[config.mk]
export PLATFORM = sky130hd
export DESIGN_NAME = regfile_sb
export DESIGN_NICKNAME = d
export VERILOG_FILES = /design/src/rtl/regfile_sb.sv
export SDC_FILE = /design/constraint.sdc
export NUM_CORES = 2
export LEC_CHECK = 0
export CAP_MARGIN = 20
export CORE_UTILIZATION = 60
export CTS_CLUSTER_DIAMETER = 30
export DETAILED_ROUTE_END_ITERATION = 16
export MAX_ROUTING_LAYER = met4
export PLACE_DENSITY = 0.78
export SYNTH_ARGS = -nofsm -noshare
export SYNTH_HDL_FRONTEND = slang
export SYNTH_SLANG_ARGS = --single-unit
[constraint.sdc]
create_clock -name clk -period 5.1 [get_ports clk]
set_input_delay 0.765 -clock clk [delete_from_list [all_inputs] [get_ports clk]]
set_output_delay 0.765 -clock clk [all_outputs]
set_load 0.02 [all_outputs]
[src/rtl/regfile_sb.sv]
// Two-read/one-write register file with a per-register busy scoreboard and a one-entry-per-cycle sweep-clear FSM.
// Define REGFILE_BYPASS_EN to forward same-cycle write data (and a same-cycle claim) onto the read ports.
module regfile_sb #(
    parameter int DATA_W   = 32,
    parameter int ADDR_W   = 5,
    parameter int ZERO_REG = 1
) (
    input  logic              clk,
    input  logic              reset,
    input  logic [ADDR_W-1:0] rd_addr1,
    output logic [DATA_W-1:0] rd_data1,
    output logic              rd_busy1,
    input  logic [ADDR_W-1:0] rd_addr2,
    output logic [DATA_W-1:0] rd_data2,
    output logic              rd_busy2,
    input  logic              we,
    input  logic [ADDR_W-1:0] wr_addr,
    input  logic [DATA_W-1:0] wr_data,
    input  logic              claim,
    input  logic [ADDR_W-1:0] claim_addr,
    input  logic              clr,
    output logic              clr_busy,
    output logic [ADDR_W:0]   busy_cnt
);

    localparam int NREG = 1 << ADDR_W;
    localparam bit HAS_ZERO = (ZERO_REG != 0);
    localparam logic [ADDR_W-1:0] PTR_LAST = '1;

    typedef enum logic {IDLE, SWEEP} state_t;

    state_t            state;
    logic [ADDR_W-1:0] ptr;
    logic [DATA_W-1:0] mem [NREG];
    logic [NREG-1:0]   busy;
    logic [NREG-1:0]   busy_nxt;

    logic wr_ok, cl_ok, inc, dec;
    logic zero1, zero2, fwd1, fwd2;

    assign wr_ok = we    && (state == IDLE) && !(HAS_ZERO && wr_addr    == '0);
    assign cl_ok = claim && (state == IDLE) && !(HAS_ZERO && claim_addr == '0);

    // Count bookkeeping: a claim adds one only if the target was free; a write
    // retires one only if its target was busy and is not being re-claimed.
    assign inc = cl_ok && !busy[claim_addr];

    always_comb begin
        // NOTE: every always_comb output gets a default first so no path leaves it unassigned (no latch).
        dec = 1'b0;
        if (state == SWEEP)
            dec = busy[ptr];
        else
            dec = wr_ok && busy[wr_addr] && !(cl_ok && claim_addr == wr_addr);
    end

    always_comb begin
        busy_nxt = busy;
        if (wr_ok) busy_nxt[wr_addr]    = 1'b0;
        if (cl_ok) busy_nxt[claim_addr] = 1'b1;
    end

    // Control, scoreboard and pointer.
    always_ff @(posedge clk) begin
        // NOTE: sequential state uses non-blocking assignments so every flop samples pre-edge values.
        if (reset) begin
            state    <= IDLE;
            ptr      <= '0;
            busy     <= '0;
            busy_cnt <= '0;
        end else begin
            case (state)
                IDLE: begin
                    busy     <= busy_nxt;
                    busy_cnt <= busy_cnt + (ADDR_W+1)'(inc) - (ADDR_W+1)'(dec);
                    ptr      <= '0;
                    if (clr) state <= SWEEP;
                end
                SWEEP: begin
                    busy[ptr] <= 1'b0;
                    busy_cnt  <= busy_cnt - (ADDR_W+1)'(dec);
                    ptr       <= ptr + 1'b1;
                    if (ptr == PTR_LAST) state <= IDLE;
                end
                default: state <= IDLE;
            endcase
        end
    end

    // Storage array.
    always_ff @(posedge clk) begin
        // NOTE: the array is reset explicitly because reset must leave every register reading zero.
        if (reset) begin
            for (int i = 0; i < NREG; i++) mem[i] <= '0;
        end else if (state == SWEEP) begin
            mem[ptr] <= '0;
        end else if (wr_ok) begin
            mem[wr_addr] <= wr_data;
        end
    end

    assign clr_busy = (state == SWEEP);

    assign zero1 = HAS_ZERO && (rd_addr1 == '0);
    assign zero2 = HAS_ZERO && (rd_addr2 == '0);

`ifdef REGFILE_BYPASS_EN
    assign fwd1 = wr_ok && (rd_addr1 == wr_addr);
    assign fwd2 = wr_ok && (rd_addr2 == wr_addr);
`else
    assign fwd1 = 1'b0;
    assign fwd2 = 1'b0;
`endif

    // A forwarded read reports busy only when the same register is re-claimed this cycle.
    assign rd_data1 = zero1 ? '0 : fwd1 ? wr_data : mem[rd_addr1];
    assign rd_data2 = zero2 ? '0 : fwd2 ? wr_data : mem[rd_addr2];
    assign rd_busy1 = zero1 ? 1'b0 : fwd1 ? (cl_ok && claim_addr == rd_addr1) : busy[rd_addr1];
    assign rd_busy2 = zero2 ? 1'b0 : fwd2 ? (cl_ok && claim_addr == rd_addr2) : busy[rd_addr2];

endmodule
==> Yosys cells after proc, flatten, opt, wreduce, memory -nomap -nowiden <==
Memories as Yosys holds them, arrays and structs flattened.
Cells that the tools add are included.
{ "op_classes": {"add_sub_neg": 4, "magnitude_cmp": 8, "n_eq_ne": 2, "mux": 44, "bitwise": 6, "reduce_logical": 21} }
{ "op_table": {"columns": ["cell", "count"], "rows": [
  ["$mux W32", 6],
  ["$and A32 B32 Y32", 2],
  ["$not A32 Y32", 2],
  ["$pmux W32 S2", 1],
  ["$reduce_or A32 Y1", 2],
  ["$or A32 B32 Y32", 1],
  ["$lt A5 B6 Y1 const B", 5],
  ["$bmux W1 S5", 5],
  ["$mux W1", 24],
  ["$logic_not A5 Y1", 4],
  ["$demux W1 S5", 3],
  ["$ge A5 B1 Y1 const B", 3],
  ["$pmux W6 S2", 1],
  ["$sub A6 B1 Y6", 2],
  ["$logic_and A1 B1 Y1", 11],
  ["$mux W5", 2],
  ["$pmux W5 S2", 1],
  ["$add A6 B1 Y6", 1],
  ["$add A5 B1 Y5 const B", 1],
  ["$eq A5 B5 Y1", 1],
  ["$eq A5 B5 Y1 const B", 1],
  ["$logic_not A1 Y1", 4],
  ["$pmux W1 S2", 1],
  ["$not A1 Y1", 1]
]} }
{ "word_totals": {"regBits": 44, "ramBits": 1024, "in_bits": 57, "output_inout_bits": 73, "wordCells": 90, "mem_count": 1} }
{ "memory_table": {"columns": ["memory", "depth", "width", "read_ports", "rd_clocked_by_memory_dff", "wr", "line_no", "text"], "rows": [
  ["mem", 32, 32, 2, 0, 32, "34", "logic [DATA_W-1:0] mem [NREG];"]
]} }

==> Longest topological paths before layout <==
{ "depth": {"depth_word": 10, "mapped_depth": 17, "ltp_nobuf": 15} }

==> Worst setup path after synthesis <==
OpenSTA, ideal clock, no wires.
{ "synth_path": {"kind": "input port to flip-flop", "start": "in wr_addr[1]", "end": "reg busy_cnt[4]", "setup_time_ps": 86, "arrival_time_ps": 4083, "required_ps": 5014, "setup_slack_ps": 931, "path_stages": 17, "path_buffers": 2, "cell_sequence": "clkbuf_1 -> buf_1 -> mux4_2 -> mux2i_1 -> o211ai_1 -> a211oi_1 -> o2bb2ai_1 -> ha_1 -> inv_1 -> ha_1 -> inv_1 -> fa_1 -> o21ba_2 -> o21ai_0 -> xnor2_1 -> nor2_1 -> a211oi_1"} }
{ "synth_between": {"elab_chain_len": 8, "word_cells_on_any_way": 14, "cone_classes": "add/sub (2); eq/ne (1); mux (4); reduce/logical (7)"} }
{ "synth_rtl": {"columns": ["item", "line_no", "text"], "rows": [
  ["start, declared", "17", "input logic [ADDR_W-1:0] wr_addr,"],
  ["branches (longest 4 deep; another with $bmux W1 S5)", null, null],
  ["$logic_and A1 B1 Y1 (*)", "54", "dec = wr_ok && busy[wr_addr] && !(cl_ok && claim_addr == wr_addr);"],
  ["$mux W1 (*)", "51", "if (state == SWEEP)"],
  ["$sub A6 B1 Y6, on equally long branches", "81, 75", null],
  ["$pmux W6 S2 (*)", "72", "case (state)"],
  ["end signal, assigned", "75", "busy_cnt <= busy_cnt + (ADDR_W+1)'(inc) - (ADDR_W+1)'(dec);"],
  ["end signal, assigned", "81", "busy_cnt <= busy_cnt - (ADDR_W+1)'(dec);"],
  ["end, declared", "23", "output logic [ADDR_W:0] busy_cnt"]
]} }
Mark *: on every way between the ends. The select of a mux whose other input is x is not followed.
A chain may end at the register's enable or synchronous reset.

==> Worst setup path in the final report <==
{ "layout_path": {"start": "in rd_addr1[0]", "end": "out rd_data1[21]"} }
{ "layout_between": {"elab_chain_len": 2, "word_cells_on_any_way": 3, "cone_classes": "mux (1); reduce/logical (1); memory (1)"} }
{ "layout_rtl": {"columns": ["item", "line_no", "text"], "rows": [
  ["start, declared", "10", "input logic [ADDR_W-1:0] rd_addr1,"],
  ["$mem_v2 Z32 W32 or $logic_not A5 Y1 (tied branches)", null, null],
  ["$mux W32 (*)", "116", "assign rd_data1 = zero1 ? '0 : fwd1 ? wr_data : mem[rd_addr1];"],
  ["end, declared", "11", "output logic [DATA_W-1:0] rd_data1,"]
]} }
Mark *: on every way between the ends. The rest lies on a longest branch, timed or not.

==> flow_results.xml <==
<?xml version="1.0" encoding="UTF-8"?>
<metrics>
  <group name="outcome">
    <metric name="outcome" unit="">completed</metric>
  </group>
  <group name="yosys">
    <metric name="sequential_fraction_of_the_synthesis_area" unit="%">56.94</metric>
    <metric name="synth_cell_type_count" unit="">56</metric>
    <metric name="synth_top_cells_by_count" unit="">edfxtp_1 (1,024), nor2_1 (1,015), mux4_2 (682)</metric>
    <metric name="synth-edff-count" unit="">1024</metric>
    <metric name="syn-cell-area" unit="sq mm">0.05555</metric>
    <metric name="main_combinational_cell_family_by_area_after_synthesis" unit="">multiplexers</metric>
    <metric name="synth_compound_gate_area_share" unit="%">1.867</metric>
    <metric name="synth.top_cells.by_area" unit="">edfxtp_1 (55%), mux4_2 (28%), nor2_1 (6.9%)</metric>
    <metric name="yosys.area.top_type" unit="">edfxtp_1</metric>
    <metric name="synth_area_per_cell" unit="sq um">14.89</metric>
    <metric name="synthMuxAreaShare" unit="%">28.12</metric>
    <metric name="synthesis.yosys.warnings" unit="">0</metric>
    <metric name="postSynth.topFlopCell" unit="">edfxtp_1</metric>
    <metric name="synth_xor_xnor_area_share" unit="%">0.1892</metric>
    <metric name="async_flop_share" unit="%">0</metric>
    <metric name="post_synthesis_adder_cell_area_fraction" unit="%">0.3964</metric>
    <metric name="synthCells" unit="">3730</metric>
    <metric name="ys_seq_elements" unit="">1068</metric>
    <metric name="synth_top_area_share" unit="%">55.35</metric>
    <metric name="area_share_of_and_or_nand_nor_cells_after_synthesis" unit="%">9.059</metric>
    <metric name="synthMostInstantiatedCell" unit="">edfxtp_1</metric>
  </group>
  <group name="global_route">
    <metric name="global_route.usage.total" unit="%">42.31</metric>
    <metric name="antenna_found_initial" unit="">6</metric>
    <metric name="grt_max_degree" unit="">65</metric>
    <metric name="grt_pass1_vias" unit="">40521</metric>
    <metric name="grt_overflow_total" unit="">0</metric>
    <metric name="grt_pass1_wl" unit="mm">271.1</metric>
  </group>
  <group name="sta">
    <metric name="clock-skew-final" unit="ns">0.01698</metric>
    <metric name="fin_crit" unit="ns">4.548</metric>
    <metric name="setup_viol" unit="">0</metric>
    <metric name="timing.final.crit_share" unit="%">89.17</metric>
    <metric name="hold_violations" unit="">0</metric>
    <metric name="slew_headroom" unit="%">35.75</metric>
    <metric name="worstMarginPinSlew" unit="ns">0.9617</metric>
    <metric name="max_freq" unit="MHz">219.9</metric>
    <metric name="maxSlewViolCount" unit="">0</metric>
    <metric name="grt_setup_unrepaired" unit="">false</metric>
    <metric name="finalSetupTns" unit="ns">0</metric>
  </group>
  <group name="clocking">
    <metric name="total_cts_buffers" unit="">189</metric>
    <metric name="clk_pin_slew_worst_paths" unit="ns">0.05</metric>
    <metric name="insertion_delay" unit="ns">0.78</metric>
    <metric name="clk_root_buf" unit="">clkbuf_16</metric>
    <metric name="cts_setup_buffers" unit="">0</metric>
    <metric name="clock_tree_from_tritoncts" unit="">done</metric>
    <metric name="cts.path.max_buffers" unit="">3</metric>
    <metric name="ctsHtreeMaxLevel" unit="">4</metric>
    <metric name="cts_hold_buf" unit="">0</metric>
    <metric name="cts-resized-gates" unit="">0</metric>
    <metric name="cts_num_sinks" unit="">1068</metric>
  </group>
  <group name="critical_path">
    <metric name="critPathArrivalTime" unit="ns">3.78</metric>
    <metric name="worstPathMaxFanout" unit="">29</metric>
    <metric name="timing.setup.critical_path_class" unit="">in -&gt; out</metric>
    <metric name="worst_setup_sp_type" unit="">input port</metric>
    <metric name="nature_of_the_critical_path_endpoint" unit="">output port</metric>
    <metric name="worst-endpoint-required" unit="ns">4.34</metric>
  </group>
  <group name="detailed_routing">
    <metric name="met2WireLength" unit="mm">86.90</metric>
    <metric name="drt_drc_violations_left" unit="">0</metric>
    <metric name="via_count" unit="">39273</metric>
    <metric name="routed_wire_length_per_instance" unit="um">36.23</metric>
    <metric name="drt-met1-wl" unit="mm">56.24</metric>
    <metric name="drtPass1Iterations" unit="">9</metric>
    <metric name="via_per_inst" unit="">7.495</metric>
    <metric name="route.met3.wl" unit="mm">33.15</metric>
    <metric name="dr.first_iter.drc_count" unit="">6941</metric>
    <metric name="drtAntennaViolNets" unit="">0</metric>
    <metric name="drt-total-wl" unit="mm">189.8</metric>
    <metric name="routed.top_layer" unit="">met4</metric>
  </group>
  <group name="floorplan">
    <metric name="std_cell_rows" unit="">111</metric>
    <metric name="initial_core_util" unit="%">60.61</metric>
    <metric name="chipWidth" unit="um">306.3</metric>
    <metric name="chipHeight" unit="um">306.3</metric>
    <metric name="core-area" unit="sq mm">0.09166</metric>
    <metric name="design.portCount" unit="">130</metric>
    <metric name="die_area" unit="sq mm">0.09381</metric>
  </group>
  <group name="min_path">
    <metric name="min-delay-path-class" unit="">in -&gt; reg</metric>
  </group>
  <group name="cells_and_area">
    <metric name="share_of_layout_cells_above_drive_strength_1" unit="%">31.44</metric>
    <metric name="fillCellCount" unit="">5320</metric>
    <metric name="finalNonFillerCells" unit="">5240</metric>
    <metric name="final_core_utilization" unit="%">71.71</metric>
    <metric name="num-nets-final" unit="">3955</metric>
    <metric name="flow.area_growth_from_synthesis" unit="%">18.32</metric>
  </group>
  <group name="place">
    <metric name="port_buffers" unit="">129</metric>
    <metric name="place_inst" unit="">4876</metric>
    <metric name="place.gp.congestion" unit="">0.9898</metric>
    <metric name="dpl.hpwl" unit="mm">104.2</metric>
  </group>
  <group name="power">
    <metric name="p_leak" unit="nW">21.99</metric>
    <metric name="cellPowerDensity" unit="mW/mm^2">393.8</metric>
    <metric name="vdd_drop_max" unit="uV">398.7</metric>
  </group>
  <group name="flow_run">
    <metric name="cap_viol_max_count" unit="">0</metric>
  </group>
</metrics>
==> cell type report <==
| class | instances | area (sq um) | share of cell area [%] |
|---|---|---|---|
| tap | 1186 | 1484 | 2.257 |
| clock inverter | 151 | 1712 | 2.604 |
| timing repair buffer | 321 | 3391 | 5.158 |
| clock buffer | 205 | 4875 | 7.416 |
| inverter | 83 | 311.5 | 0.4740 |
| multi-input combinational | 2218 | 22310 | 33.94 |
| sequential | 1068 | 31630 | 48.12 |
| antenna | 8 | 20.02 | 0.03046 |
==> per-layer routing <==
| metal | vias up | global-route usage, % |
|---|---|---|
| met5 | - | - |
| met4 | 0 | 24.77 |
| met3 | 1056 | 16.04 |
| met2 | 4253 | 62.01 |
| met1 | 19265 | 50.24 |
| li1 | 14699 | - |
==> critical path: stages <==
cell and delay (ns):
buf_8 0.33, buf_12 0.27, mux4_2 0.58, mux4_2 0.49, nand2_1 0.23, o21ai_0 0.37, clkdlybuf4s50_1 0.66
==> logic make-up (layout without fill, tap and decap cells) <==
family,Yosys count,in the layout
xor gates and xnor gates,12,12
buffers and inverters,475,760
AOI/OAI and AO/OA,163,163
muxes,705,705
and+or+nand+nor,1289,1289
other,1,40
DFF,1068,1068
adders and majority gates,17,17
==> per-stage QoR <==
| stage | cell area (sq um) | hold slack (ns) | total power [mW] | setup WS (ns) |
|---|---|---|---|---|
| after floorplan | 55670 | 0.4814 | 11.80 | 0.9311 |
| after global placement | 59130 | 0.5811 | 12.80 | 0.3311 |
| after detailed placement | 59130 | 0.5797 | 12.85 | 0.4125 |
| after CTS | 65710 | 0.5549 | 25.76 | 0.6807 |
| after global routing | 65720 | 0.5773 | 26.31 | 0.5508 |
| final | 65730 | 0.5802 | 25.89 | 0.5522 |
==> flip-flops by register name, indices dropped and copies added (netlist names) <==
signal,flops
busy,32
busy_cnt,6
clr_busy,1
mem,1024
ptr,5
==> report_power, final <==
| group | internal, mW | switching (mW) | total, mW | leakage (nW) |
|---|---|---|---|---|
| Sequential | 9.93 | 0.203 | 10.1 | 10.9 |
| Combinational | 1.18 | 1.53 | 2.71 | 7.96 |
| Clock | 8.33 | 4.71 | 13.0 | 3.13 |
| Total | 19.4 | 6.45 | 25.9 | 22.0 |
==> worst paths after layout <==
path	from	endpoint	slack (ns)	cells after the start
hold reg to reg	busy_cnt[5]	busy_cnt[5]	0.60	2
setup / recovery	rd_addr1[0]	rd_data1[21]	0.55	7
hold / removal	clr	clr_busy	0.58	3
setup reg to reg	ptr[0]	busy_cnt[4]	1.02	15
==> cell usage in the layout (no fill, tap or decap), types with 52 or more instances in the layout <==
cell,count
buf_4,142
clkdlybuf4s50_1,119
o21ai_0,68
buf_12,52
mux4_2,682
nor2_1,1015
inv_1,82
nand2_1,156
edfxtp_1,1024
clkbuf_16,193
(Power assumes the default switching activity.)
